## src/rtl/riego_pkg.sv

```systemverilog
// Shared types, threshold table and BCD helper for the irrigation controller.
package riego_pkg;

  typedef enum logic [1:0] {
    REPOSO = 2'd0,
    EVALUA = 2'd1,
    RIEGO  = 2'd2,
    ESPERA = 2'd3
  } estado_t;

  localparam int HUM_MAX = 100;

  // Humidity threshold in percent, indexed by plant type.
  localparam logic [6:0] UMBRAL_TAB [8] = '{7'd20, 7'd30, 7'd40, 7'd50,
                                            7'd60, 7'd70, 7'd35, 7'd25};

  // Three BCD digits to binary; only meaningful when every digit is <= 9.
  function automatic logic [9:0] bcd3_a_bin(input logic [11:0] bcd);
    return (10'(bcd[11:8]) * 10'd100) + (10'(bcd[7:4]) * 10'd10) + 10'(bcd[3:0]);
  endfunction

  function automatic logic [6:0] umbral_de(input logic [2:0] idx);
    return UMBRAL_TAB[idx];
  endfunction

endpackage

```

## src/rtl/control_riego_if.sv

```systemverilog
// Frame inputs from the serial decoder and pump/status outputs of the controller.
interface control_riego_if;
  logic        listo;
  logic [11:0] humedad;
  logic [15:0] hora;
  logic [3:0]  tipoPlanta;
  logic        bomba;
  logic [6:0]  umbral;
  logic [6:0]  humedad_bin;
  logic        error_dato;
  logic [1:0]  estado;

  // Decoder / system side.
  modport master (
    output listo, humedad, hora, tipoPlanta,
    input  bomba, umbral, humedad_bin, error_dato, estado
  );

  // Controller side.
  modport slave (
    input  listo, humedad, hora, tipoPlanta,
    output bomba, umbral, humedad_bin, error_dato, estado
  );
endinterface

```

## src/rtl/tick_seg.sv

```systemverilog
// Free-running one-second tick generator; clr restarts a full second.
module tick_seg #(
  parameter int TICK_DIV = 50000000
) (
  input  logic clk,
  input  logic rst,
  input  logic clr,
  output logic tick
);
  localparam int W = (TICK_DIV > 1) ? $clog2(TICK_DIV) : 1;
  localparam logic [W-1:0] CNT_MAX = W'(TICK_DIV - 1);

  logic [W-1:0] cnt;

  // Count 0..TICK_DIV-1 and wrap; clear takes priority so a restarted second is whole.
  always_ff @(posedge clk) begin
    if (rst || clr) begin
      cnt <= '0;
    end else if (cnt == CNT_MAX) begin
      cnt <= '0;
    end else begin
      cnt <= cnt + W'(1);
    end
  end

  assign tick = (cnt == CNT_MAX);
endmodule

```

## src/rtl/control_riego.sv

```systemverilog
// Irrigation controller: validates decoder frames, looks up the plant threshold
// and runs a timed watering plus soak period inside the allowed hour window.
// Optional build macro CORTE_HUMEDAD_EN: a wet-enough frame during watering
// ends the pump phase early.
//
//   state  | meaning
//   REPOSO | idle, waiting for a pending valid frame
//   EVALUA | one-cycle decision: water or return to idle
//   RIEGO  | pump on, counting down RIEGO_SEG seconds
//   ESPERA | pump off, soak countdown of ESPERA_SEG seconds
module control_riego
  import riego_pkg::*;
#(
  parameter int          TICK_DIV   = 50000000,
  parameter int          RIEGO_SEG  = 10,
  parameter int          ESPERA_SEG = 30,
  parameter logic [15:0] HORA_INI   = 16'h0600,
  parameter logic [15:0] HORA_FIN   = 16'h1900
) (
  input logic            clk,
  input logic            rst,
  control_riego_if.slave bus
);

  logic sync1, sync2, sync3;
  logic strobe;

  logic       nib_ok;
  logic [9:0] hum_bin10;
  logic [7:0] hh, mm;
  logic       frame_ok;
  logic       frame_valid;
  logic [6:0] hum_new;
  logic [6:0] umb_new;
  logic       corte;

  logic [6:0]  humedad_bin_q;
  logic [6:0]  umbral_q;
  logic        error_q;
  logic [15:0] hora_q;
  logic        pending;
  logic        en_ventana;

  estado_t    state_q, state_d;
  logic [7:0] seg_q, seg_d;
  logic       clr_tick;
  logic       tick;
  logic       bomba_q;

  // listo comes from another clock domain: two flops, then a third for edge detect.
  always_ff @(posedge clk) begin
    if (rst) begin
      sync1 <= 1'b0;
      sync2 <= 1'b0;
      sync3 <= 1'b0;
    end else begin
      sync1 <= bus.listo;
      sync2 <= sync1;
      sync3 <= sync2;
    end
  end

  assign strobe = sync2 & ~sync3;

  assign nib_ok = (bus.humedad[11:8] <= 4'd9) && (bus.humedad[7:4] <= 4'd9) &&
                  (bus.humedad[3:0]  <= 4'd9) &&
                  (bus.hora[15:12]   <= 4'd9) && (bus.hora[11:8] <= 4'd9) &&
                  (bus.hora[7:4]     <= 4'd9) && (bus.hora[3:0]  <= 4'd9);

  assign hum_bin10 = bcd3_a_bin(bus.humedad);
  assign hh        = (8'(bus.hora[15:12]) * 8'd10) + 8'(bus.hora[11:8]);
  assign mm        = (8'(bus.hora[7:4])   * 8'd10) + 8'(bus.hora[3:0]);

  assign frame_ok = nib_ok && (hum_bin10 <= 10'(HUM_MAX)) && (hh <= 8'd23) &&
                    (mm <= 8'd59) && (bus.tipoPlanta <= 4'd7);

  assign frame_valid = strobe && frame_ok;
  assign hum_new     = hum_bin10[6:0];
  assign umb_new     = umbral_de(bus.tipoPlanta[2:0]);

`ifdef CORTE_HUMEDAD_EN
  assign corte = frame_valid && (state_q == RIEGO) &&
                 ({1'b0, hum_new} >= ({1'b0, umb_new} + 8'd10));
`else
  assign corte = 1'b0;
`endif

  // Latch frame data on the strobe; invalid frames only raise the sticky error.
  always_ff @(posedge clk) begin
    if (rst) begin
      humedad_bin_q <= '0;
      umbral_q      <= '0;
      hora_q        <= '0;
      error_q       <= 1'b0;
    end else if (strobe) begin
      if (frame_ok) begin
        humedad_bin_q <= hum_new;
        umbral_q      <= umb_new;
        hora_q        <= bus.hora;
        error_q       <= 1'b0;
      end else begin
        error_q <= 1'b1;
      end
    end
  end

  // A new valid frame wins over the clear done when idle picks up the pending one.
  always_ff @(posedge clk) begin
    if (rst) begin
      pending <= 1'b0;
    end else if (frame_valid && !corte) begin
      pending <= 1'b1;
    end else if (state_q == REPOSO) begin
      pending <= 1'b0;
    end
  end

  // Plain 16-bit compare is ordered correctly for valid BCD hhmm.
  assign en_ventana = (hora_q >= HORA_INI) && (hora_q < HORA_FIN);

  tick_seg #(.TICK_DIV(TICK_DIV)) u_tick (
    .clk  (clk),
    .rst  (rst),
    .clr  (clr_tick),
    .tick (tick)
  );

  // Next-state, seconds countdown and tick restart on entry to a timed state.
  always_comb begin
    state_d  = state_q;
    seg_d    = seg_q;
    clr_tick = 1'b0;
    case (state_q)
      REPOSO: begin
        if (pending) state_d = EVALUA;
      end
      EVALUA: begin
        if ((humedad_bin_q < umbral_q) && en_ventana) begin
          state_d  = RIEGO;
          seg_d    = 8'(RIEGO_SEG);
          clr_tick = 1'b1;
        end else begin
          state_d = REPOSO;
        end
      end
      RIEGO: begin
        if (corte) begin
          state_d  = ESPERA;
          seg_d    = 8'(ESPERA_SEG);
          clr_tick = 1'b1;
        end else if (tick) begin
          if (seg_q == 8'd1) begin
            state_d  = ESPERA;
            seg_d    = 8'(ESPERA_SEG);
            clr_tick = 1'b1;
          end else begin
            seg_d = seg_q - 8'd1;
          end
        end
      end
      ESPERA: begin
        if (tick) begin
          if (seg_q == 8'd1) begin
            state_d = REPOSO;
            seg_d   = '0;
          end else begin
            seg_d = seg_q - 8'd1;
          end
        end
      end
      default: begin
        state_d = REPOSO;
        seg_d   = '0;
      end
    endcase
  end

  // State, countdown and pump register; pump is decoded from the next state.
  always_ff @(posedge clk) begin
    if (rst) begin
      state_q <= REPOSO;
      seg_q   <= '0;
      bomba_q <= 1'b0;
    end else begin
      state_q <= state_d;
      seg_q   <= seg_d;
      bomba_q <= (state_d == RIEGO);
    end
  end

  assign bus.bomba       = bomba_q;
  assign bus.umbral      = umbral_q;
  assign bus.humedad_bin = humedad_bin_q;
  assign bus.error_dato  = error_q;
  assign bus.estado      = state_q;

endmodule

```

## src/flat_wrapper.sv

```systemverilog
// flat-port wrapper written by rule: the top's interface ports become plain ports
module control_riego_flat import riego_pkg::*;
#(
  parameter int          TICK_DIV   = 50000000,
  parameter int          RIEGO_SEG  = 10,
  parameter int          ESPERA_SEG = 30,
  parameter logic [15:0] HORA_INI   = 16'h0600,
  parameter logic [15:0] HORA_FIN   = 16'h1900
)
  (clk, rst, bus_listo, bus_humedad, bus_hora, bus_tipoPlanta, bus_bomba, bus_umbral, bus_humedad_bin, bus_error_dato, bus_estado);
  control_riego_if bus_i ();
  input logic clk;
  input logic rst;
  input wire logic [$bits(bus_i.listo)-1:0] bus_listo;
  input wire logic [$bits(bus_i.humedad)-1:0] bus_humedad;
  input wire logic [$bits(bus_i.hora)-1:0] bus_hora;
  input wire logic [$bits(bus_i.tipoPlanta)-1:0] bus_tipoPlanta;
  output wire logic [$bits(bus_i.bomba)-1:0] bus_bomba;
  output wire logic [$bits(bus_i.umbral)-1:0] bus_umbral;
  output wire logic [$bits(bus_i.humedad_bin)-1:0] bus_humedad_bin;
  output wire logic [$bits(bus_i.error_dato)-1:0] bus_error_dato;
  output wire logic [$bits(bus_i.estado)-1:0] bus_estado;
  assign bus_i.listo = bus_listo;
  assign bus_i.humedad = bus_humedad;
  assign bus_i.hora = bus_hora;
  assign bus_i.tipoPlanta = bus_tipoPlanta;
  assign bus_bomba = bus_i.bomba;
  assign bus_umbral = bus_i.umbral;
  assign bus_humedad_bin = bus_i.humedad_bin;
  assign bus_error_dato = bus_i.error_dato;
  assign bus_estado = bus_i.estado;
  control_riego #(.TICK_DIV(TICK_DIV), .RIEGO_SEG(RIEGO_SEG), .ESPERA_SEG(ESPERA_SEG), .HORA_INI(HORA_INI), .HORA_FIN(HORA_FIN)) u_core (.clk(clk), .rst(rst), .bus(bus_i));
endmodule
```

## config.mk

```make
export PLATFORM = sky130hd
export DESIGN_NAME = control_riego_flat
export DESIGN_NICKNAME = d
export VERILOG_FILES = /design/src/rtl/riego_pkg.sv /design/src/rtl/control_riego_if.sv /design/src/rtl/tick_seg.sv /design/src/rtl/control_riego.sv /design/src/flat_wrapper.sv
export SDC_FILE = /design/constraint.sdc
export NUM_CORES = 1
export LEC_CHECK = 0
export BUFFER_PORTS_ARGS = -buffer_cell sky130_fd_sc_hd__buf_4
export CAP_MARGIN = 20
export CORE_ASPECT_RATIO = 0.9
export CORE_MARGIN = 10
export CORE_UTILIZATION = 59
export CTS_CLUSTER_SIZE = 12
export DETAILED_ROUTE_END_ITERATION = 10
export GPL_ROUTABILITY_DRIVEN = 0
export GPL_TIMING_DRIVEN = 0
export PLACE_DENSITY = 0.81
export SLEW_MARGIN = 20
export SYNTH_ARGS = -nofsm -noshare
export SYNTH_HDL_FRONTEND = slang
export SYNTH_SLANG_ARGS = --single-unit
export TNS_END_PERCENT = 10
```

## constraint.sdc

```tcl
create_clock -name clk -period 3.75 [get_ports clk]
set_input_delay 0.1875 -clock clk [delete_from_list [all_inputs] [get_ports clk]]
set_output_delay 0.1875 -clock clk [all_outputs]
set_load 0.01 [all_outputs]
```

==> results.ini <==
[status]
status=finished, final reports clean

[drt]
met2_length_um=5069
avgRoutedWirePerCell_um=15.61
wl_met1_um=5010
drc=0
drt_wl_total_um=10920
dr_wl_met3_um=717
first_pass_iters=5
dr.max_layer_used=met4
routed_via_density=5.833
drt_iter0_drc=199
num_vias=4083
ant_nets=0

[global_route]
grt_pass1_vias=4033
antenna_found_initial=0
grt_usage_pct=18.85
grt_pass1_wl_um=18390
grt_overflow=0
grt_max_degree=12

[setup_path]
cp-start-kind=input pin
max_stage_delay_ps=390
crit_buf_inv=3
crit_chain=buf_4 -> ha_1 -> ha_1 -> inv_1 -> fa_1 -> xnor2_1 -> ha_1 -> ha_1 -> and3_1 -> a221oi_2 -> xnor2_1 -> a31oi_1 -> nand3_1 -> clkbuf_2 -> o21ai_0 -> a21oi_1
crit_slowest_cell=fa_1
critPathKind=input pin to register
endpoint_kind=register
cp_top_family=adder cells
crit_arrival_ps=3690
critPathRequiredTime_ps=3980
crit_fanout=10
cpMostUsedCell=ha_1

[synthesis]
syn_inst=537
synth_fa_ha_area_share_pct=19.91
synth_nets=637
synth_top_cell_area_share_pct=28.28
synth_edf_count=0
synthFlopType=dfxtp_1
syn_avg_cell_area_um2=8.437
ys_ff_latch=64
yosysUniqueCellTypes=63
synth_top_family_by_area=simple AND/OR/NAND/NOR gates
synth_area_um2=4531
yosysSeqAreaShare_pct=28.28
post_synth_and_or_nand_nor_area_fraction_pct=20.96
synthMuxAreaShare_pct=0.2209
synth.area.top_cells=dfxtp_1, ha_1, a21oi_1
synth_compound_area_share_pct=17.04
yosys_warnings=0
yosysTopAreaCell=dfxtp_1
synthXorXnorAreaFrac_pct=7.926
async_flop_share_pct=0

[timing]
finalHoldViolations=0
setup_violations=0
setup_tns_ps=0
hold_ws_ps=67.59
slew-limit-headroom_pct=64.18
skew_ps=10.79
rsz0062_at_grt=no
worst_slack_ps=293.1
fmax_mhz=289.3
drv_slew=0
worstMarginPinSlew_ps=530.4
finalCritPeriodShare_pct=92.19
period_needed_ps=3457

[finish]
diodes=0
post-route-util_pct=69.55
final_cell_mix=dfxtp_1, ha_1, buf_4
final_cells=700
final_common_cell=dfxtp_1
fin_area_um2=5221
area_growth_syn_to_layout_pct=15.24
fin_nets=699
layout-drive-gt1-share_pct=14.74

[cts]
post_cts_buffers=0
path_clk_slew_ps=80
clk_latency_ps=350
htree_levels=3
clk_path_buf_depth=2
cts_buffers=9
clock-sinks=64
clock-root-buffer=clkbuf_8
postCtsHoldBufs=0
cts_tree=done
cts_resized=0

[place]
numPortBuffers=51
placed_area_um2=5034
hpwl_um=8669
dp_cells=684
post-place-ws_ps=-41.88

[power_and_ir_drop]
p_leak_nw=2.228
ir_worst_vdd_uv=171.5
total_power_mw=1.714
p_per_area_nw_per_um2=328.3

[floorplan]
die-area_um2=11590
ios=53
core.rowCount=30
die_h_um=103.1
initial_core_util_pct=60.35
coreArea_um2=7507
floorplan.die.width_um=112.4

[job]
drv_cap=0

[hold_path]
hold_path.class=input pin to register

==> routing by layer <==
layer	track usage, %	vias up
li1	-	2020
met2	32.40	127
met1	23.38	1922
met3	4.363	14
met4	4.776	0
met5	0	-
==> sequential cells by signal, indices dropped and copies added, names as in the netlist <==
signal,cells
u_core.bus.error_dato,1
u_core.pending,1
u_core.sync3,1
u_core.seg_q,8
u_core.hora_q,8
u_core.sync2,1
u_core.bus.bomba,1
u_core.bus.estado,2
u_core.bus.humedad_bin,7
u_core.bus.umbral,7
u_core.sync1,1
u_core.u_tick.cnt,26
==> kinds of logic (layout without fill, tap and decap cells) <==
| group | Yosys count | count (layout) |
|---|---|---|
| flip-flops | 64 | 64 |
| buffers and inverters | 61 | 128 |
| XOR/XNOR | 41 | 41 |
| multiplexers | 1 | 1 |
| AO/OA/AOI/OAI | 124 | 124 |
| AND/OR/NAND/NOR | 179 | 179 |
| adder cells (fa/ha/maj) | 67 | 67 |
==> area by class of cell <==
type | count | area [um^2]
clock inverter | 6 | 60.06
tap | 96 | 120.1
timing repair buffer | 51 | 382.9
buffer | 23 | 113.9
fill | 632 | 2286
sequential | 64 | 1281
multi-input combinational | 412 | 2993
clock buffer | 10 | 127.6
inverter | 38 | 142.6
==> synth_stat cells (all sizes together) (2+ instances only) <==
cell type / count
a211o: 2
a211oi: 8
a21boi: 2
a21o: 6
a21oi: 45
a22oi: 2
a31oi: 4
and3: 14
and4: 3
buf: 9
clkbuf: 14
dfxtp: 64
fa: 9
ha: 56
inv: 38
maj3: 2
nand2: 19
nand2b: 8
nand3: 36
nand4: 8
nor2: 50
nor2b: 10
nor3: 10
nor4: 3
nor4b: 4
o2111ai: 2
o211a: 2
o211ai: 2
o21ai: 36
o31a: 2
o31ai: 2
o32ai: 3
or2: 3
or3: 2
or4: 3
xnor2: 22
xor2: 19
==> final timing paths <==
path | slack (ps) | from | end | cells past startpoint
min reg2reg | 450 | u_core.sync1 | u_core.sync2 | 1
max reg2reg | 1350 | u_core.bus.umbral[4] | u_core.u_tick.cnt[13] | 11
min | 70 | bus_listo | u_core.sync1 | 2
max | 290 | bus_humedad[5] | u_core.hora_q[12] | 16
==> where the power goes <==
| part | switching (mW) | internal [mW] |
|---|---|---|
| sequential | 0.00425 | 0.684 |
| combinational | 0.253 | 0.186 |
| clock | 0.283 | 0.303 |
| total | 0.541 | 1.17 |
Power figures use the tool's default switching activity.
